**config.mk**
```make
export PLATFORM = sky130hd
export DESIGN_NAME = mulu_seq_x6y6_ctrl_flat
export DESIGN_NICKNAME = d
export VERILOG_FILES = /design/src/rtl/mulu_seq_x6y6_ctrl_if.sv /design/src/rtl/mulu_seq_x6y6_ctrl.sv /design/src/flat_wrapper.sv
export SDC_FILE = /design/constraint.sdc
export NUM_CORES = 1
export LEC_CHECK = 0
export BUFFER_PORTS_ARGS = -buffer_cell sky130_fd_sc_hd__buf_2
export CAP_MARGIN = 20
export CELL_PAD_IN_SITES_DETAIL_PLACEMENT = 2
export CELL_PAD_IN_SITES_GLOBAL_PLACEMENT = 2
export CORE_UTILIZATION = 33
export CTS_CLUSTER_SIZE = 16
export DETAILED_ROUTE_END_ITERATION = 16
export GPL_ROUTABILITY_DRIVEN = 0
export GPL_TIMING_DRIVEN = 0
export PLACE_DENSITY = 0.76
export SKIP_LAST_GASP = 1
export SLEW_MARGIN = 20
export SYNTH_ARGS = -nofsm -noshare
export SYNTH_HDL_FRONTEND = slang
export SYNTH_SLANG_ARGS = --single-unit
```
**constraint.sdc**
```tcl
create_clock -name clk -period 4.9 [get_ports clk]
set_input_delay 0 -clock clk [delete_from_list [all_inputs] [get_ports clk]]
set_output_delay 0 -clock clk [all_outputs]
set_load 0.03 [all_outputs]
```
**src/rtl/mulu_seq_x6y6_ctrl_if.sv**
```systemverilog
// Operand/result handshake bus for the limb-sequenced multiplier, including the
// pins that connect to the shared limb multiplier.
interface mulu_seq_x6y6_ctrl_if #(
  parameter int unsigned LIMB_W = 3,
  parameter int unsigned LIMBS  = 2
);
  localparam int unsigned OW = LIMBS * LIMB_W;
  localparam int unsigned PW = 2 * OW;

  logic [OW-1:0]       in_x;
  logic [OW-1:0]       in_y;
  logic                in_valid;
  logic                in_ready;
  logic [LIMB_W-1:0]   mul_x;
  logic [LIMB_W-1:0]   mul_y;
  logic [2*LIMB_W-1:0] mul_p;
  logic [PW-1:0]       p;
  logic                out_valid;
  logic                out_ready;

  // Environment side: operand source, result sink and the shared multiplier.
  modport master (
    output in_x, in_y, in_valid, mul_p, out_ready,
    input  in_ready, mul_x, mul_y, p, out_valid
  );

  modport slave (
    input  in_x, in_y, in_valid, mul_p, out_ready,
    output in_ready, mul_x, mul_y, p, out_valid
  );
endinterface

```
**src/rtl/mulu_seq_x6y6_ctrl.sv**
```systemverilog
// Sequences LIMBS*LIMBS limb pairs through one external LIMB_W x LIMB_W multiplier
// and shift-accumulates the partial products into a full-width unsigned product.
module mulu_seq_x6y6_ctrl #(
  parameter int unsigned LIMB_W = 3,
  parameter int unsigned LIMBS  = 2
) (
  input logic                  clk,
  input logic                  rst,
  mulu_seq_x6y6_ctrl_if.slave  bus
);
  localparam int unsigned OW    = LIMBS * LIMB_W;
  localparam int unsigned PW    = 2 * OW;
  localparam int unsigned NP    = LIMBS * LIMBS;
  localparam int unsigned IDX_W = (NP > 1) ? $clog2(NP) : 1;

  typedef enum logic [1:0] {IDLE, MUL, DONE} state_t;

  state_t            state, state_nx;
  logic [IDX_W-1:0]  idx, idx_nx;
  logic [OW-1:0]     xr, yr;
  logic [PW-1:0]     acc, acc_nx;
  logic [PW-1:0]     term_c;
  logic              accept_c, last_c;
  logic              in_ready_r, in_ready_nx;
  logic              out_valid_r, out_valid_nx;
  logic [PW-1:0]     p_r, p_nx;
  logic [LIMB_W-1:0] mul_x_r, mul_x_nx, mul_y_r, mul_y_nx;
  int unsigned       cur_c, nxt_c, sh_c;

  function automatic logic [LIMB_W-1:0] limb(input logic [OW-1:0] v, input int unsigned k);
    return LIMB_W'(v >> (k * LIMB_W));
  endfunction

  assign accept_c = (state == IDLE) && bus.in_valid && in_ready_r;
  assign last_c   = (state == MUL) && (idx == IDX_W'(NP - 1));
  assign cur_c    = 32'(idx);
  assign nxt_c    = cur_c + 1;
  assign sh_c     = LIMB_W * ((cur_c % LIMBS) + (cur_c / LIMBS));
  assign term_c   = PW'(bus.mul_p) << sh_c;

  // State and datapath registers.
  always_ff @(posedge clk) begin
    if (rst) begin
      state       <= IDLE;
      idx         <= '0;
      acc         <= '0;
      xr          <= '0;
      yr          <= '0;
      in_ready_r  <= 1'b1;
      out_valid_r <= 1'b0;
      p_r         <= '0;
      mul_x_r     <= '0;
      mul_y_r     <= '0;
    end else begin
      state       <= state_nx;
      idx         <= idx_nx;
      acc         <= acc_nx;
      in_ready_r  <= in_ready_nx;
      out_valid_r <= out_valid_nx;
      p_r         <= p_nx;
      mul_x_r     <= mul_x_nx;
      mul_y_r     <= mul_y_nx;
      if (accept_c) begin
        xr <= bus.in_x;
        yr <= bus.in_y;
      end
    end
  end

  // Next-state logic.
  always_comb begin
    state_nx = state;
    case (state)
      IDLE:    if (accept_c)      state_nx = MUL;
      MUL:     if (last_c)        state_nx = DONE;
      DONE:    if (bus.out_ready) state_nx = IDLE;
      default:                    state_nx = IDLE;
    endcase
  end

  // Next values of the registered outputs; the limb pair for the following cycle
  // is preloaded so mul_x/mul_y come straight from flops.
  always_comb begin
    idx_nx       = idx;
    acc_nx       = acc;
    in_ready_nx  = in_ready_r;
    out_valid_nx = out_valid_r;
    p_nx         = p_r;
    mul_x_nx     = '0;
    mul_y_nx     = '0;
    case (state)
      IDLE: begin
        if (accept_c) begin
          idx_nx      = '0;
          acc_nx      = '0;
          in_ready_nx = 1'b0;
          mul_x_nx    = limb(bus.in_x, 0);
          mul_y_nx    = limb(bus.in_y, 0);
        end
      end
      MUL: begin
        acc_nx = acc + term_c;
        if (last_c) begin
          idx_nx       = '0;
          out_valid_nx = 1'b1;
          p_nx         = acc + term_c;
        end else begin
          idx_nx   = idx + IDX_W'(1);
          mul_x_nx = limb(xr, nxt_c % LIMBS);
          mul_y_nx = limb(yr, nxt_c / LIMBS);
        end
      end
      DONE: begin
        if (bus.out_ready) begin
          out_valid_nx = 1'b0;
          in_ready_nx  = 1'b1;
        end
      end
      default: begin
        in_ready_nx  = 1'b1;
        out_valid_nx = 1'b0;
      end
    endcase
  end

  assign bus.in_ready  = in_ready_r;
  assign bus.out_valid = out_valid_r;
  assign bus.p         = p_r;
  assign bus.mul_x     = mul_x_r;
  assign bus.mul_y     = mul_y_r;
endmodule

```
**src/flat_wrapper.sv**
```systemverilog
// flat-port wrapper written by rule: the top's interface ports become plain ports
module mulu_seq_x6y6_ctrl_flat 
#(
  parameter int unsigned LIMB_W = 3,
  parameter int unsigned LIMBS  = 2
)
  (clk, rst, bus_in_x, bus_in_y, bus_in_valid, bus_mul_p, bus_out_ready, bus_in_ready, bus_mul_x, bus_mul_y, bus_p, bus_out_valid);
  mulu_seq_x6y6_ctrl_if #(.LIMB_W(LIMB_W), .LIMBS(LIMBS)) bus_i ();
  input logic clk;
  input logic rst;
  input wire logic [$bits(bus_i.in_x)-1:0] bus_in_x;
  input wire logic [$bits(bus_i.in_y)-1:0] bus_in_y;
  input wire logic [$bits(bus_i.in_valid)-1:0] bus_in_valid;
  input wire logic [$bits(bus_i.mul_p)-1:0] bus_mul_p;
  input wire logic [$bits(bus_i.out_ready)-1:0] bus_out_ready;
  output wire logic [$bits(bus_i.in_ready)-1:0] bus_in_ready;
  output wire logic [$bits(bus_i.mul_x)-1:0] bus_mul_x;
  output wire logic [$bits(bus_i.mul_y)-1:0] bus_mul_y;
  output wire logic [$bits(bus_i.p)-1:0] bus_p;
  output wire logic [$bits(bus_i.out_valid)-1:0] bus_out_valid;
  assign bus_i.in_x = bus_in_x;
  assign bus_i.in_y = bus_in_y;
  assign bus_i.in_valid = bus_in_valid;
  assign bus_i.mul_p = bus_mul_p;
  assign bus_i.out_ready = bus_out_ready;
  assign bus_in_ready = bus_i.in_ready;
  assign bus_mul_x = bus_i.mul_x;
  assign bus_mul_y = bus_i.mul_y;
  assign bus_p = bus_i.p;
  assign bus_out_valid = bus_i.out_valid;
  mulu_seq_x6y6_ctrl #(.LIMB_W(LIMB_W), .LIMBS(LIMBS)) u_core (.clk(clk), .rst(rst), .bus(bus_i));
endmodule
```
# Yosys cells after proc, flatten, opt, wreduce, memory -nomap -nowiden
# Cells that the tools add are included.
# op_classes
eq_ne,6
n_bitwise,2
div,0
addsub,4
n_mux,21
n_reduce_logical,10
shift,3
multipliers,3
magnitude_cmp,0
# ops
op,n
$shr 6x32->3,2
$mul 2x32->32 const A,1
$mul 31x2->32 const B,1
$shl 6x32->12,1
$pmux 12 s2,1
$add 12x12->12,1
$mux 12,1
$mux 3,4
$pmux 3 s2,2
$mux 2,5
$reduce_and 3->1,3
$pmux 1 s3,2
$pmux 2 s3,1
$eq 2x2->1 const B,2
$mux 1,4
$ne 2x1->1 const B,2
$pmux 2 s2,1
$reduce_and 2->1,2
$add 2x1->3 const B,1
$logic_and 1x1->1,3
$mul 1x2->3 const B,1
$add 1x1->2,1
$add 2x1->2 const B,1
$eq 2x1->1 const B,1
4 further kinds,5
# totals
n_memories,0
latch_bits,0
in_bits,22
ram_bits,0
reg_bits,48
romBits,0

# Depth between registers and ports, before layout
# Gate-level depths: netlist (run 1).
# depth
ltp_word,5
mapped_depth,14

# Worst setup path before layout (run 1)
# OpenSTA, ideal clock, no wires.
# synth_path
path_kind,reg2reg
startpoint,register u_core.idx[0]
endpoint,register u_core.acc[11]
path_stages_with_launch,13
path_slack_ps,1531
path_buffers,1
t_required_ps,4783
synth_period_minus_slack_ps,3369
arrival_ps,3251
cell_sequence,dfxtp_1 -> inv_1 -> ha_1 -> buf_1 -> mux2_2 -> nand3b_1 -> inv_1 -> ha_1 -> a21o_1 -> and4_4 -> o2111a_1 -> or4_1 -> a32o_1
# synth_between
elab_chain_len,5
# synth_lines
item,line,rtl
from (decl),mulu_seq_x6y6_ctrl.sv:19,"logic [IDX_W-1:0] idx, idx_nx;"
from (signal assigned),mulu_seq_x6y6_ctrl.sv:56,idx <= idx_nx;
$add 1x1->2,mulu_seq_x6y6_ctrl.sv:38,assign sh_c = LIMB_W * ((cur_c % LIMBS) + (cur_c / LIMBS));
$mul 2x32->32,mulu_seq_x6y6_ctrl.sv:38,
$shl 6x32->12,mulu_seq_x6y6_ctrl.sv:39,assign term_c = PW'(bus.mul_p) << sh_c;
$add 12x12->12,mulu_seq_x6y6_ctrl.sv:102,acc_nx = acc + term_c;
$pmux 12 s2,mulu_seq_x6y6_ctrl.sv:91,case (state)
to (signal assigned),mulu_seq_x6y6_ctrl.sv:57,acc <= acc_nx;
to (decl),mulu_seq_x6y6_ctrl.sv:21,"logic [PW-1:0] acc, acc_nx;"
# Every way passes these cells.
# A chain may end at the register's enable or synchronous reset.

# Worst setup path in the final report (run 1)
# Same ends and word-level chain as after synthesis.

==> Flow_metrics.wiki, run 1 <==
{| class="wikitable"
! Metric !! Value
|-
| Share of power burned in the clock network || between 30% and 40%
|-
| Number of flops mapped to enable cells by yosys || 0
|-
| Primary flip-flop cell chosen by synthesis mapping || sky130_fd_sc_hd__dfxtp_1
|-
| CP Launch Point || u_core.idx[0]$_SDFFE_PP0P_
|-
| Syn. warnings || 0
|-
| Fin crit share || 82.45%
|-
| Cell at the root of the clock tree || sky130_fd_sc_hd__clkbuf_8
|-
| Count leader, synth || sky130_fd_sc_hd__nand2_1
|-
| Average via count per standard cell || 5.600
|-
| Startpoint Class || flip-flop
|-
| Total congestion overflow || 0
|-
| Number of instances resized during post-cts repair || 0
|-
| Clk buf depth || 2
|-
| Number of endpoints failing setup at the final stage || 0
|-
| Initial antenna violation count || 0
|-
| CP endpoint kind || flip-flop
|-
| Switching share of power || a little over 30%
|-
| Area share of and/or/nand/nor cells after synthesis || 25.09%
|-
| Hold Fails Final Rpt || 0
|-
| Die X-Extent || 94.65 µm
|-
| Worst flop-to-flop path startpoint || u_core.idx[0]$_SDFFE_PP0P_
|-
| Worst setup path category || reg2reg
|-
| Netlist Area Pre-Place || 2833 µm²
|-
| Internal power contribution || 657.1 µW
|-
| Adder-Cell Fraction of Synth Area || 6.890%
|-
| Worst-case setup slack after placement || 0.8636 ns
|-
| Fmax || 247.5 MHz
|-
| Synth cell types || 58
|-
| Die Area || 8959 µm²
|-
| Final Skew || 0.007627 ns
|-
| Largest net degree at the start of global routing || 16
|-
| Violation count after the first detailed-routing iteration || between 90 and 100
|-
| Shortest clock period the worst path allows after layout || 4.040 ns
|-
| CTS H-tree depth || 2
|-
| Setup total negative slack || 0 ns
|-
| Measured slew at the worst slew-check pin || 0.9553 ns
|-
| Post-synth top area share || around 34%
|-
| Critical path's most frequent cell || sky130_fd_sc_hd__ha_1
|-
| Startpoint of the tightest hold check path || bus_in_y[0]
|-
| Clk sink count || 48
|-
| Post-Synth XOR/XNOR Area || 1.237%
|-
| Critical Path RT || 5.11 ns
|-
| Pwr Total || 952.6 µW
|-
| Worst hold path type || in2reg
|-
| Ranking of synthesized cells by area || sky130_fd_sc_hd__dfxtp_1 34%, sky130_fd_sc_hd__nand2_1 7.4%, sky130_fd_sc_hd__a21oi_1 6.5%
|-
| I/O pins || 42
|-
| Routed len/inst || slightly below 20 µm
|-
| Starting density of the core || 34.30%
|-
| VDD IR max || 0.1180 mV
|-
| Flop pwr share || 43.9%
|-
| DRT antenna net count || 0
|-
| Leakage || 1.466 nW
|-
| Run status || finished, final reports clean
|-
| Die span in y || 94.65 µm
|-
| Count of maximum capacitance violations || 0
|-
| DR pass1 iterations || 4
|-
| Share of layout cells above drive strength 1 || between 10% and 20%
|-
| Area Overhead vs Synth || 20.58%
|-
| Cells traversed along the worst timing path || inv_1, ha_1, buf_1, clkbuf_1, o21ai_0, ha_1, a21oi_4, nand2_4, o2111a_1, or4_1, a32o_1
|-
| Clock Pin Slew Worst Setup and Hold Paths || 0.10 ns
|-
| Most instantiated cells after synthesis || 56 x sky130_fd_sc_hd__nand2_1, 48 x sky130_fd_sc_hd__dfxtp_1, 37 x sky130_fd_sc_hd__a21oi_1, 22 x sky130_fd_sc_hd__nor2_1, 18 x sky130_fd_sc_hd__o21ai_0
|-
| Via count of the first global-routing pass || 3075
|-
| RSZ-0062 raised after global routing || no
|-
| Yosys reg bits || 48
|-
| Average cell area after synthesis || 8.047 µm²
|-
| Clock tree from TritonCTS || yes
|-
| Placeable core region || 8258 µm²
|-
| Power density over cell area || 278.9 nW/µm²
|-
| Top cell type by total area after synthesis || sky130_fd_sc_hd__dfxtp_1
|-
| Inserted Diodes || 0
|-
| Global-route usage over all layers || 23.44%
|-
| Slack of the critical path || between 0.8 and 0.9 ns
|-
| Async S/R FF share, synth || 0%
|-
| Final net count || between 400 and 500
|-
| Filler Cells Inserted || 982
|-
| Worst-path cell with the longest stage delay || sky130_fd_sc_hd__dfxtp_1
|-
| Net count of the mapped netlist || 389
|-
| Share of the synthesized area in compound gates (AO/OA/AOI/OAI) || 21.55%
|-
| Number of placement rows || 33
|-
| Total length of routed wires || roughly 10000 µm
|-
| Residual DRC count || 0
|-
| Wire length of the first global-routing pass || 15980 µm
|-
| Share of cell area taken by muxes after synthesis || 6.890%
|-
| Number of buffers added on ports || 40
|-
| Detailed placement HPWL || 7208 µm
|-
| Crit-path max cell delay || about 0.53 ns
|-
| Clock buffer count from CTS || 5
|-
| Final max-slew violation count || 0
|-
| Clock insertion delay at the later pin of the skew report || 0.31 ns
|-
| Largest family of logic cells by synthesized area || simple AND/OR/NAND/NOR gates
|-
| Slew HR || 36.17%
|-
| Switch Pwr || 295.5 µW
|-
| Critical path arrival || 4.25 ns
|-
| Combinational fraction of design power || about 23%
|-
| Post-CTS setup repair buffer count || 0
|-
| CP max FO || 10
|-
| Portion of the post-synthesis area used by sequential elements || roughly 34%
|-
| Cell count after synthesis || 352
|-
| Routed via count || around 2900
|}
[cell usage in the layout, fill, tap and decap left out, types with 6 or more instances in the layout]
cell and instances:
sky130_fd_sc_hd__ha_1 14, sky130_fd_sc_hd__dfxtp_1 48, sky130_fd_sc_hd__a21oi_1 37, sky130_fd_sc_hd__inv_1 7, sky130_fd_sc_hd__mux2_2 6, sky130_fd_sc_hd__mux2i_1 6
sky130_fd_sc_hd__clkbuf_8 6, sky130_fd_sc_hd__nand3_1 17, sky130_fd_sc_hd__o21ai_0 18, sky130_fd_sc_hd__buf_2 44, sky130_fd_sc_hd__nor2_1 22, sky130_fd_sc_hd__clkbuf_1 17
sky130_fd_sc_hd__nand2_1 56, sky130_fd_sc_hd__dlygate4sd3_1 13, sky130_fd_sc_hd__nor3_1 8
[final timing paths]
kind,slack (ns),cells after the start,endpoint
worst min-delay path,0.02,3,u_core.yr[0]$_SDFFE_PP0P_
worst min register to register,0.47,2,u_core.xr[1]$_SDFFE_PP0P_
worst max-delay path,0.86,11,u_core.acc[11]$_SDFFE_PP0P_
worst max register to register,0.86,11,u_core.acc[11]$_SDFFE_PP0P_
[cells by family after synthesis]
family / Yosys count
AOI/OAI and AO/OA: 95
xor gates and xnor gates: 4
adders and majority gates: 15
buffers and inverters: 32
DFF: 48
muxes: 15
and+or+nand+nor: 143
[routing by layer]
layer / wire (µm) / global-route usage [%]
met1: 4709 / 29.82
met2: 4971 / 42.21
met3: 234 / 2.738
met4: 82 / 4.924
met5: 0 / 0
[flip-flops by register name, summed over array words and instances (netlist names)]
register              flops
u_core.acc               12
u_core.bus.in_ready       1
u_core.bus.mul_x          3
u_core.bus.mul_y          3
u_core.bus.out_valid      1
u_core.bus.p             12
u_core.idx                2
u_core.state              2
u_core.xr                 6
u_core.yr                 6
[area by class of cell]
cell class                      count  area [µm²]  share of cell area, %
Clock inverter                      2       38.79                  1.136
Inverter                            7       26.28                 0.7692
Buffer                             25       98.84                  2.894
Clock buffer                        6       82.58                  2.418
Timing Repair Buffer               53       330.3                  9.670
Multi-Input combinational cell    272        1747                  51.14
Sequential cell                    48       960.9                  28.13
Tap cell                          105       131.4                  3.846
[through the flow]
stage	utilization, %	cell area (µm²)	cells	hold WS [ns]
4_1_cts	41.36	3416	518	0.01369
3_5_place_dp	38.32	3164	497	0.2534
6_report	41.36	3416	518	0.02385
3_3_place_gp	38.32	3164	497	0.2427
2_1_floorplan	-	2833	352	0.1360
5_1_grt	41.36	3416	518	0.02402
[worst max-delay path: cells and delay by family (launching register included)]
family | cells | cell delay (ns)
AOI/OAI and AO/OA | 4 | 1.07
buffers and inverters | 3 | 0.96
adders and majority gates | 2 | 0.79
and+or+nand+nor | 2 | 0.59
DFF | 1 | 0.53
[timing repair]
item	in CTS	in global routing
hold buffers	13	0
hold endpoints to repair	18	0
setup endpoints to repair	0	0
[power groups by stage]
stage                     registers [mW]  logic [mW]  clock network, mW
after floorplan                    0.430       0.139                  0
after global placement             0.426       0.198                  0
after detailed placement           0.426       0.207                  0
after CTS                          0.418       0.217              0.327
after global routing               0.420       0.239              0.339
final                              0.418       0.218              0.317
No activity file was read; power rests on OpenSTA's default activity.
==> run 2, diff against run 1 <==
Settings changed: CORE_UTILIZATION 33 to 30, PLACE_DENSITY 0.76 to 0.73.
Clock period 4.9 ns to 3.5 ns, I/O delays scaled along.
==> run 2 against run 1 <==
Core utilization decreased by 3.8 points. Clock-buffer cell count decreased by 1. First-iteration DRC count shrank 35%. Global-route usage shrank 3.3 points. Worst setup slack worse by 0.77 ns. Maximum frequency increased by 18%. Clock skew hardly changed. Critical path type unchanged.
==> Flow_metrics.wiki, run 2 (synthesis results as in run 1) <==
{| class="wikitable"
! Metric !! Value
|-
| Count of maximum capacitance violations || 0 (unchanged)
|-
| Shortest clock period the worst path allows after layout || 3.413 ns (-0.6269 ns)
|-
| Via count of the first global-routing pass || 3027 (-1.6%)
|-
| Clk sink count || 48 (unchanged)
|-
| Initial antenna violation count || 0 (unchanged)
|-
| Critical path arrival || 3.63 ns (-0.62 ns)
|-
| Slew HR || 37.45% (+1.3 points)
|-
| Highest routed layer || met4
|-
| Post-CTS setup repair buffer count || 0 (unchanged)
|-
| Worst hold path type || in2reg
|-
| Final net count || 448 (-0.22%)
|-
| Area of all sequential standard cells || 962.2 µm² (+0.13%)
|-
| Number of placement rows || 35 (+6.1%)
|-
| Worst flop-to-flop path startpoint || u_core.idx[0]$_SDFFE_PP0P_
|-
| Share of layout cells above drive strength 1 || 19.17% (+2.5 points)
|-
| Detailed placement HPWL || 7213 µm (about the same)
|-
| Clock Pin Slew Worst Setup and Hold Paths || 0.11 ns (about the same)
|-
| Total length of routed wires || 9736 µm (-2.6%)
|-
| Pwr Total || 1.336 mW (+40%)
|-
| Violation count after the first detailed-routing iteration || 62 (-35%)
|-
| Fmax || 293.0 MHz (+18%)
|-
| Total area of multi-input combinational cells || 1773 µm² (+1.5%)
|-
| Clock buffer count from CTS || 5 (unchanged)
|-
| Critical Path RT || 3.72 ns (-1.39 ns)
|-
| Internal power contribution || 907.8 µW (+38%)
|-
| Power density over cell area || 386.4 nW/µm² (+39%)
|-
| Leakage || 1.470 nW (+0.32%)
|-
| Combinational fraction of design power || 23.2% (+0.3 points)
|-
| Inserted Diodes || 0 (unchanged)
|-
| CP max FO || 10 (unchanged)
|-
| Flop pwr share || 43.8% (about the same)
|-
| Switching share of power || 32.06% (+1.0 points)
|-
| DRT antenna net count || 0 (unchanged)
|-
| Die X-Extent || 99.17 µm (+4.8%)
|-
| Fin crit share || 97.52% (+15 points)
|-
| Largest net degree at the start of global routing || 17 (+1)
|-
| Hold Fails Final Rpt || 0 (unchanged)
|-
| R2R setup slack || 0.09 ns (-0.77 ns)
|-
| Worst Hold Path Cells || 5 (+2)
|-
| DR pass1 iterations || 4 (unchanged)
|-
| Clock tree from TritonCTS || yes
|-
| Share of power burned in the clock network || 33.1% (-0.2 points)
|-
| Placeable core region || 9196 µm² (+11%)
|-
| Residual DRC count || 0 (unchanged)
|-
| Most frequent standard cell in the layout excluding fill and tap cells || sky130_fd_sc_hd__nand2_1
|-
| VDD IR max || 0.1542 mV (+31%)
|-
| Number of endpoints failing setup at the final stage || 0 (unchanged)
|-
| Wire length of the first global-routing pass || 15480 µm (-3.1%)
|-
| Routed len/inst || 18.62 µm (-3.6%)
|-
| Met1 Routed Length || 4429 µm (-5.9%)
|-
| RSZ-0062 raised after global routing || yes
|-
| Die Area || 9835 µm² (+9.8%)
|-
| Measured slew at the worst slew-check pin || 0.9363 ns (-0.01904 ns)
|-
| Startpoint Class || flip-flop
|-
| Met2 routed WL || 5002 µm (+0.62%)
|-
| Clock insertion delay at the later pin of the skew report || 0.32 ns (about the same)
|-
| Run status || finished, final reports clean
|-
| Detailed route wirelength on metal3 || 217 µm (-7.3%)
|-
| CP endpoint kind || flip-flop
|-
| Reg2Reg Capture Point || u_core.acc[11]$_SDFFE_PP0P_
|-
| I/O pins || 42 (unchanged)
|-
| Switch Pwr || 428.4 µW (+45%)
|-
| Final Skew || 0.007948 ns (+0.0003207 ns)
|-
| Worst Hold Path EP || u_core.bus.p[11]$_SDFFE_PP0P_
|-
| Average via count per standard cell || 5.457 (-2.6%)
|-
| Total congestion overflow || 0 (unchanged)
|-
| CTS H-tree depth || 2 (unchanged)
|-
| Global-route usage over all layers || 20.15% (-3.3 points)
|-
| Cell at the root of the clock tree || sky130_fd_sc_hd__clkbuf_8
|-
| Area Overhead vs Synth || 22.08%
|-
| Filler Cells Inserted || 1083 (+10%)
|-
| Routed via count || 2854 (-1.6%)
|-
| Startpoint of the tightest hold check path || bus_mul_p[5]
|-
| Most used cells in the layout excluding fill and tap cells || 56 x sky130_fd_sc_hd__nand2_1, 47 x sky130_fd_sc_hd__dfxtp_1, 44 x sky130_fd_sc_hd__buf_2
|-
| Die span in y || 99.17 µm (+4.8%)
|-
| Worst setup path category || reg2reg
|-
| Number of buffers added on ports || 40 (unchanged)
|-
| Clk buf depth || 2 (unchanged)
|-
| Starting density of the core || 30.80% (-3.5 points)
|-
| Worst r2r path cells || 11 (unchanged)
|-
| Setup total negative slack || 0 ns (unchanged)
|-
| Final max-slew violation count || 0 (unchanged)
|}
[run 2: worst max-delay path, cell delays in order (launching register included)]
cell,delay (ns)
sky130_fd_sc_hd__dfxtp_2,0.43
sky130_fd_sc_hd__ha_2,0.26
sky130_fd_sc_hd__clkbuf_2,0.23
sky130_fd_sc_hd__clkbuf_2,0.27
sky130_fd_sc_hd__a31oi_1,0.11
sky130_fd_sc_hd__o21ai_0,0.20
sky130_fd_sc_hd__ha_1,0.36
sky130_fd_sc_hd__a21oi_4,0.28
sky130_fd_sc_hd__nand2_4,0.11
sky130_fd_sc_hd__o2111a_1,0.31
sky130_fd_sc_hd__or4_1,0.49
sky130_fd_sc_hd__a32o_1,0.26
[run 2: final cells by class]
type	count	area share [%]
Multi-Input combinational cell	272	51.27
Sequential cell	48	27.82
Timing Repair Buffer	54	9.841
Tap cell	111	4.016
Buffer	23	2.967
Clock buffer	5	1.990
Clock inverter	3	1.339
Inverter	7	0.7598
[run 2: what timing repair did]
action / 4_1_cts / 5_1_grt
hold buffers: 14 / 0
gates resized for setup: 9 / 5
setup endpoints to repair: 11 / 4
endpoints found under the hold margin: 20 / 0
[run 2: stage by stage]
stage | instance area, µm² | utilization [%] | std cells | hold slack [ns] | setup WS (ns)
floorplan | 2833 | - | 352 | 0.1360 | 0.1312
global placement | 3172 | 34.49 | 503 | 0.2536 | -0.3527
detailed placement | 3172 | 34.49 | 503 | 0.2544 | -0.4679
CTS | 3438 | 37.39 | 523 | 0.3039 | 0.05839
global route | 3458 | 37.61 | 523 | 0.3803 | -0.06293
finish | 3458 | 37.61 | 523 | 0.3294 | 0.08690
[run 2: power by group through the flow]
stage                     clock (mW)  sequential, mW  combinational (mW)
after floorplan                    0           0.602               0.194
after CTS                      0.454           0.585               0.306
after detailed placement           0           0.597               0.289
after global placement             0           0.596               0.277
after global routing           0.462           0.588               0.339
final                          0.442           0.585               0.309
[run 2: how the worst max path moves through the flow]
stage                               start                     endpoint  slack (ns)  cells after the start
2_1_floorplan  u_core.idx[0]$_SDFFE_PP0P_  u_core.acc[11]$_SDFFE_PP0P_        0.13                     12
5_1_grt        u_core.idx[0]$_SDFFE_PP0P_  u_core.acc[11]$_SDFFE_PP0P_       -0.06                     11
6_report       u_core.idx[0]$_SDFFE_PP0P_  u_core.acc[11]$_SDFFE_PP0P_        0.09                     11
3_5_place_dp   u_core.idx[0]$_SDFFE_PP0P_  u_core.acc[11]$_SDFFE_PP0P_       -0.47                     11
3_3_place_gp   u_core.idx[0]$_SDFFE_PP0P_  u_core.acc[11]$_SDFFE_PP0P_       -0.35                     11
4_1_cts        u_core.idx[0]$_SDFFE_PP0P_  u_core.acc[11]$_SDFFE_PP0P_        0.06                     11
[run 2: layer usage]
metal  track usage, %  up-vias
li1                 -     1388
met1            24.66     1428
met2            37.60       32
met3            2.460        6
met4            4.638        0
met5                0        -
==> run 3, diff against run 2 <==
Settings changed: RECOVER_POWER set to 100.
==> run 3 against run 2 <==
Clock skew about the same. Maximum frequency about the same. First-iteration DRC count increased by 3.2%. Clock power about the same. Register-to-register slack about the same. Largest power group unchanged. Via count about the same. Die area unchanged. Sequential power about the same.
==> Flow_metrics.wiki, run 3 (synthesis results as in run 1) <==
{| class="wikitable"
! Metric !! Value
|-
| Die Area || 9835 µm² (unchanged)
|-
| Crit-path max cell delay || 0.49 ns (about the same)
|-
| Final max-slew violation count || 0 (unchanged)
|-
| Final cell area excluding filler cells || 3432 µm² (-0.76%)
|-
| CTS H-tree depth || 2 (unchanged)
|-
| Largest net degree at the start of global routing || 17 (unchanged)
|-
| Average via count per standard cell || 5.455 (about the same)
|-
| Detailed placement HPWL || 7213 µm (unchanged)
|-
| Critical path arrival || 3.63 ns (about the same)
|-
| Clock insertion delay at the later pin of the skew report || 0.32 ns (about the same)
|-
| Pwr Total || 1.335 mW (about the same)
|-
| RSZ-0062 raised after global routing || yes
|-
| Worst-path cell with the longest stage delay || sky130_fd_sc_hd__or4_1
|-
| Worst hold path type || in2reg
|-
| Startpoint Class || flip-flop
|-
| Violation count after the first detailed-routing iteration || 64 (+3.2%)
|-
| Die X-Extent || 99.17 µm (unchanged)
|-
| Setup total negative slack || 0 ns (unchanged)
|-
| VDD IR max || 0.1542 mV (unchanged)
|-
| Worst-case setup slack after placement || -0.4679 ns (unchanged)
|-
| Shortest clock period the worst path allows after layout || 3.413 ns (+0.0002447 ns)
|-
| Clock Pin Slew Worst Setup and Hold Paths || 0.11 ns (about the same)
|-
| Count of maximum capacitance violations || 0 (unchanged)
|-
| Area Overhead vs Synth || 21.16%
|-
| Final net count || 448 (unchanged)
|-
| Hold Fails Final Rpt || 0 (unchanged)
|-
| Cell Area, Placed || 3172 µm² (unchanged)
|-
| # placed instances || 503 (unchanged)
|-
| Slew HR || 37.45% (unchanged)
|-
| Power density over cell area || 389.0 nW/µm² (+0.68%)
|-
| Total congestion overflow || 0 (unchanged)
|-
| Most used cells in the layout excluding fill and tap cells || 56 x sky130_fd_sc_hd__nand2_1, 47 x sky130_fd_sc_hd__dfxtp_1, 36 x sky130_fd_sc_hd__a21oi_1
|-
| Worst setup path category || reg2reg
|-
| Clock buffer count from CTS || 5 (unchanged)
|-
| Inserted Diodes || 0 (unchanged)
|-
| Initial antenna violation count || 0 (unchanged)
|-
| Run status || finished, final reports clean
|-
| Clk buf depth || 2 (unchanged)
|-
| I/O pins || 42 (unchanged)
|-
| Worst r2r path cells || 11 (unchanged)
|-
| Worst Hold Path Cells || 5 (unchanged)
|-
| Global-route usage over all layers || 20.15% (unchanged)
|-
| Share of the core filled with cells || 37.32% (-0.29 points)
|-
| Measured slew at the worst slew-check pin || 0.9363 ns (+0.0000005364 ns)
|-
| Wire length of the first global-routing pass || 15480 µm (unchanged)
|-
| DRT antenna net count || 0 (unchanged)
|-
| Routed via count || 2853 (-0.035%)
|-
| Share of layout cells above drive strength 1 || 14.08% (-5.1 points)
|-
| Cell at the root of the clock tree || sky130_fd_sc_hd__clkbuf_8
|-
| Number of placement rows || 35 (unchanged)
|-
| Residual DRC count || 0 (unchanged)
|-
| Total length of routed wires || 9745 µm (about the same)
|-
| Final Skew || 0.007963 ns (+0.00001507 ns)
|-
| Worst hold-check slack || 0.3292 ns (-0.0002140 ns)
|-
| Via count of the first global-routing pass || 3027 (unchanged)
|-
| Number of buffers added on ports || 40 (unchanged)
|-
| Fmax || 293.0 MHz (about the same)
|-
| Cells traversed along the worst timing path || ha_2, clkbuf_2, clkbuf_2, a31oi_1, o21ai_0, ha_1, a21oi_4, nand2_4, o2111a_1, or4_1, a32o_1
|-
| Routed len/inst || 18.63 µm (about the same)
|-
| Critical path's most frequent cell || sky130_fd_sc_hd__clkbuf_2
|-
| Number of endpoints failing setup at the final stage || 0 (unchanged)
|-
| Slack of the critical path || 0.08665 ns (-0.0002447 ns)
|-
| Final instance count without filler cells || 523 (unchanged)
|-
| Leakage || 1.385 nW (-5.8%)
|-
| Starting density of the core || 30.80% (unchanged)
|-
| CP endpoint kind || flip-flop
|-
| Clock tree from TritonCTS || yes
|-
| Fin crit share || 97.52% (about the same)
|-
| Critical Path RT || 3.72 ns (about the same)
|-
| Placeable core region || 9196 µm² (unchanged)
|-
| Clk sink count || 48 (unchanged)
|-
| Die span in y || 99.17 µm (unchanged)
|-
| DR pass1 iterations || 4 (unchanged)
|-
| Most frequent standard cell in the layout excluding fill and tap cells || sky130_fd_sc_hd__nand2_1
|-
| CP max FO || 10 (unchanged)
|}
[run 3: cell types whose count changed in the layout (fill, tap and decap cells not counted)]
| cell | previous run | this run |
|---|---|---|
| sky130_fd_sc_hd__buf_1 | 3 | 2 |
| sky130_fd_sc_hd__buf_2 | 44 | 23 |
| sky130_fd_sc_hd__clkbuf_1 | 12 | 34 |
[run 3: worst max-delay path, delay by kind of cell, from the launching register on]
kind	cells	cell delay [ns]
simple gates	2	0.60
compound gates	5	1.16
flops	1	0.43
fa+ha+maj	2	0.62
buf+inv	2	0.50
[run 3: final timing paths]
path	slack, ns	to	from
max	0.09	u_core.acc[11]$_SDFFE_PP0P_	u_core.idx[0]$_SDFFE_PP0P_
min	0.33	u_core.bus.p[11]$_SDFFE_PP0P_	bus_mul_p[5]
min reg2reg	0.46	u_core.bus.p[5]$_SDFFE_PP0P_	u_core.bus.p[5]$_SDFFE_PP0P_
max reg2reg	0.09	u_core.acc[11]$_SDFFE_PP0P_	u_core.idx[0]$_SDFFE_PP0P_
[run 3: where the power goes]
part           switching (mW)  total (mW)  leakage, nW  internal, mW
Combinational           0.187       0.308        0.939         0.121
Clock                   0.226       0.442       0.0548         0.216
Sequential             0.0154       0.585        0.391         0.570
Total                   0.429        1.34         1.38         0.907
[run 3: timing repair]
item | 4_1_cts | 5_1_grt
buffers inserted | 0 | 0
endpoints found under the hold margin | 20 | 0
hold buffers | 14 | 0
setup endpoints to repair | 11 | 4
resized for setup | 9 | 5
[run 3: per-layer routing]
metal / track usage, % / up-vias / share of wire (%)
li1: - / 1386 / -
met1: 24.66 / 1429 / 45
met2: 37.60 / 32 / 51
met3: 2.460 / 6 / 2.3
met4: 4.638 / 0 / 0.89
met5: 0 / - / 0
[run 3: cell type report]
cell class,count,area [µm²]
well taps,111,138.9
flip-flops and latches,48,962.2
plain buffers,23,101.3
fillers,1093,5764
repair buffers,54,315.3
multi-input cells,272,1773
clock inverters,3,46.29
clock buffers,5,68.82
inverters,7,26.28
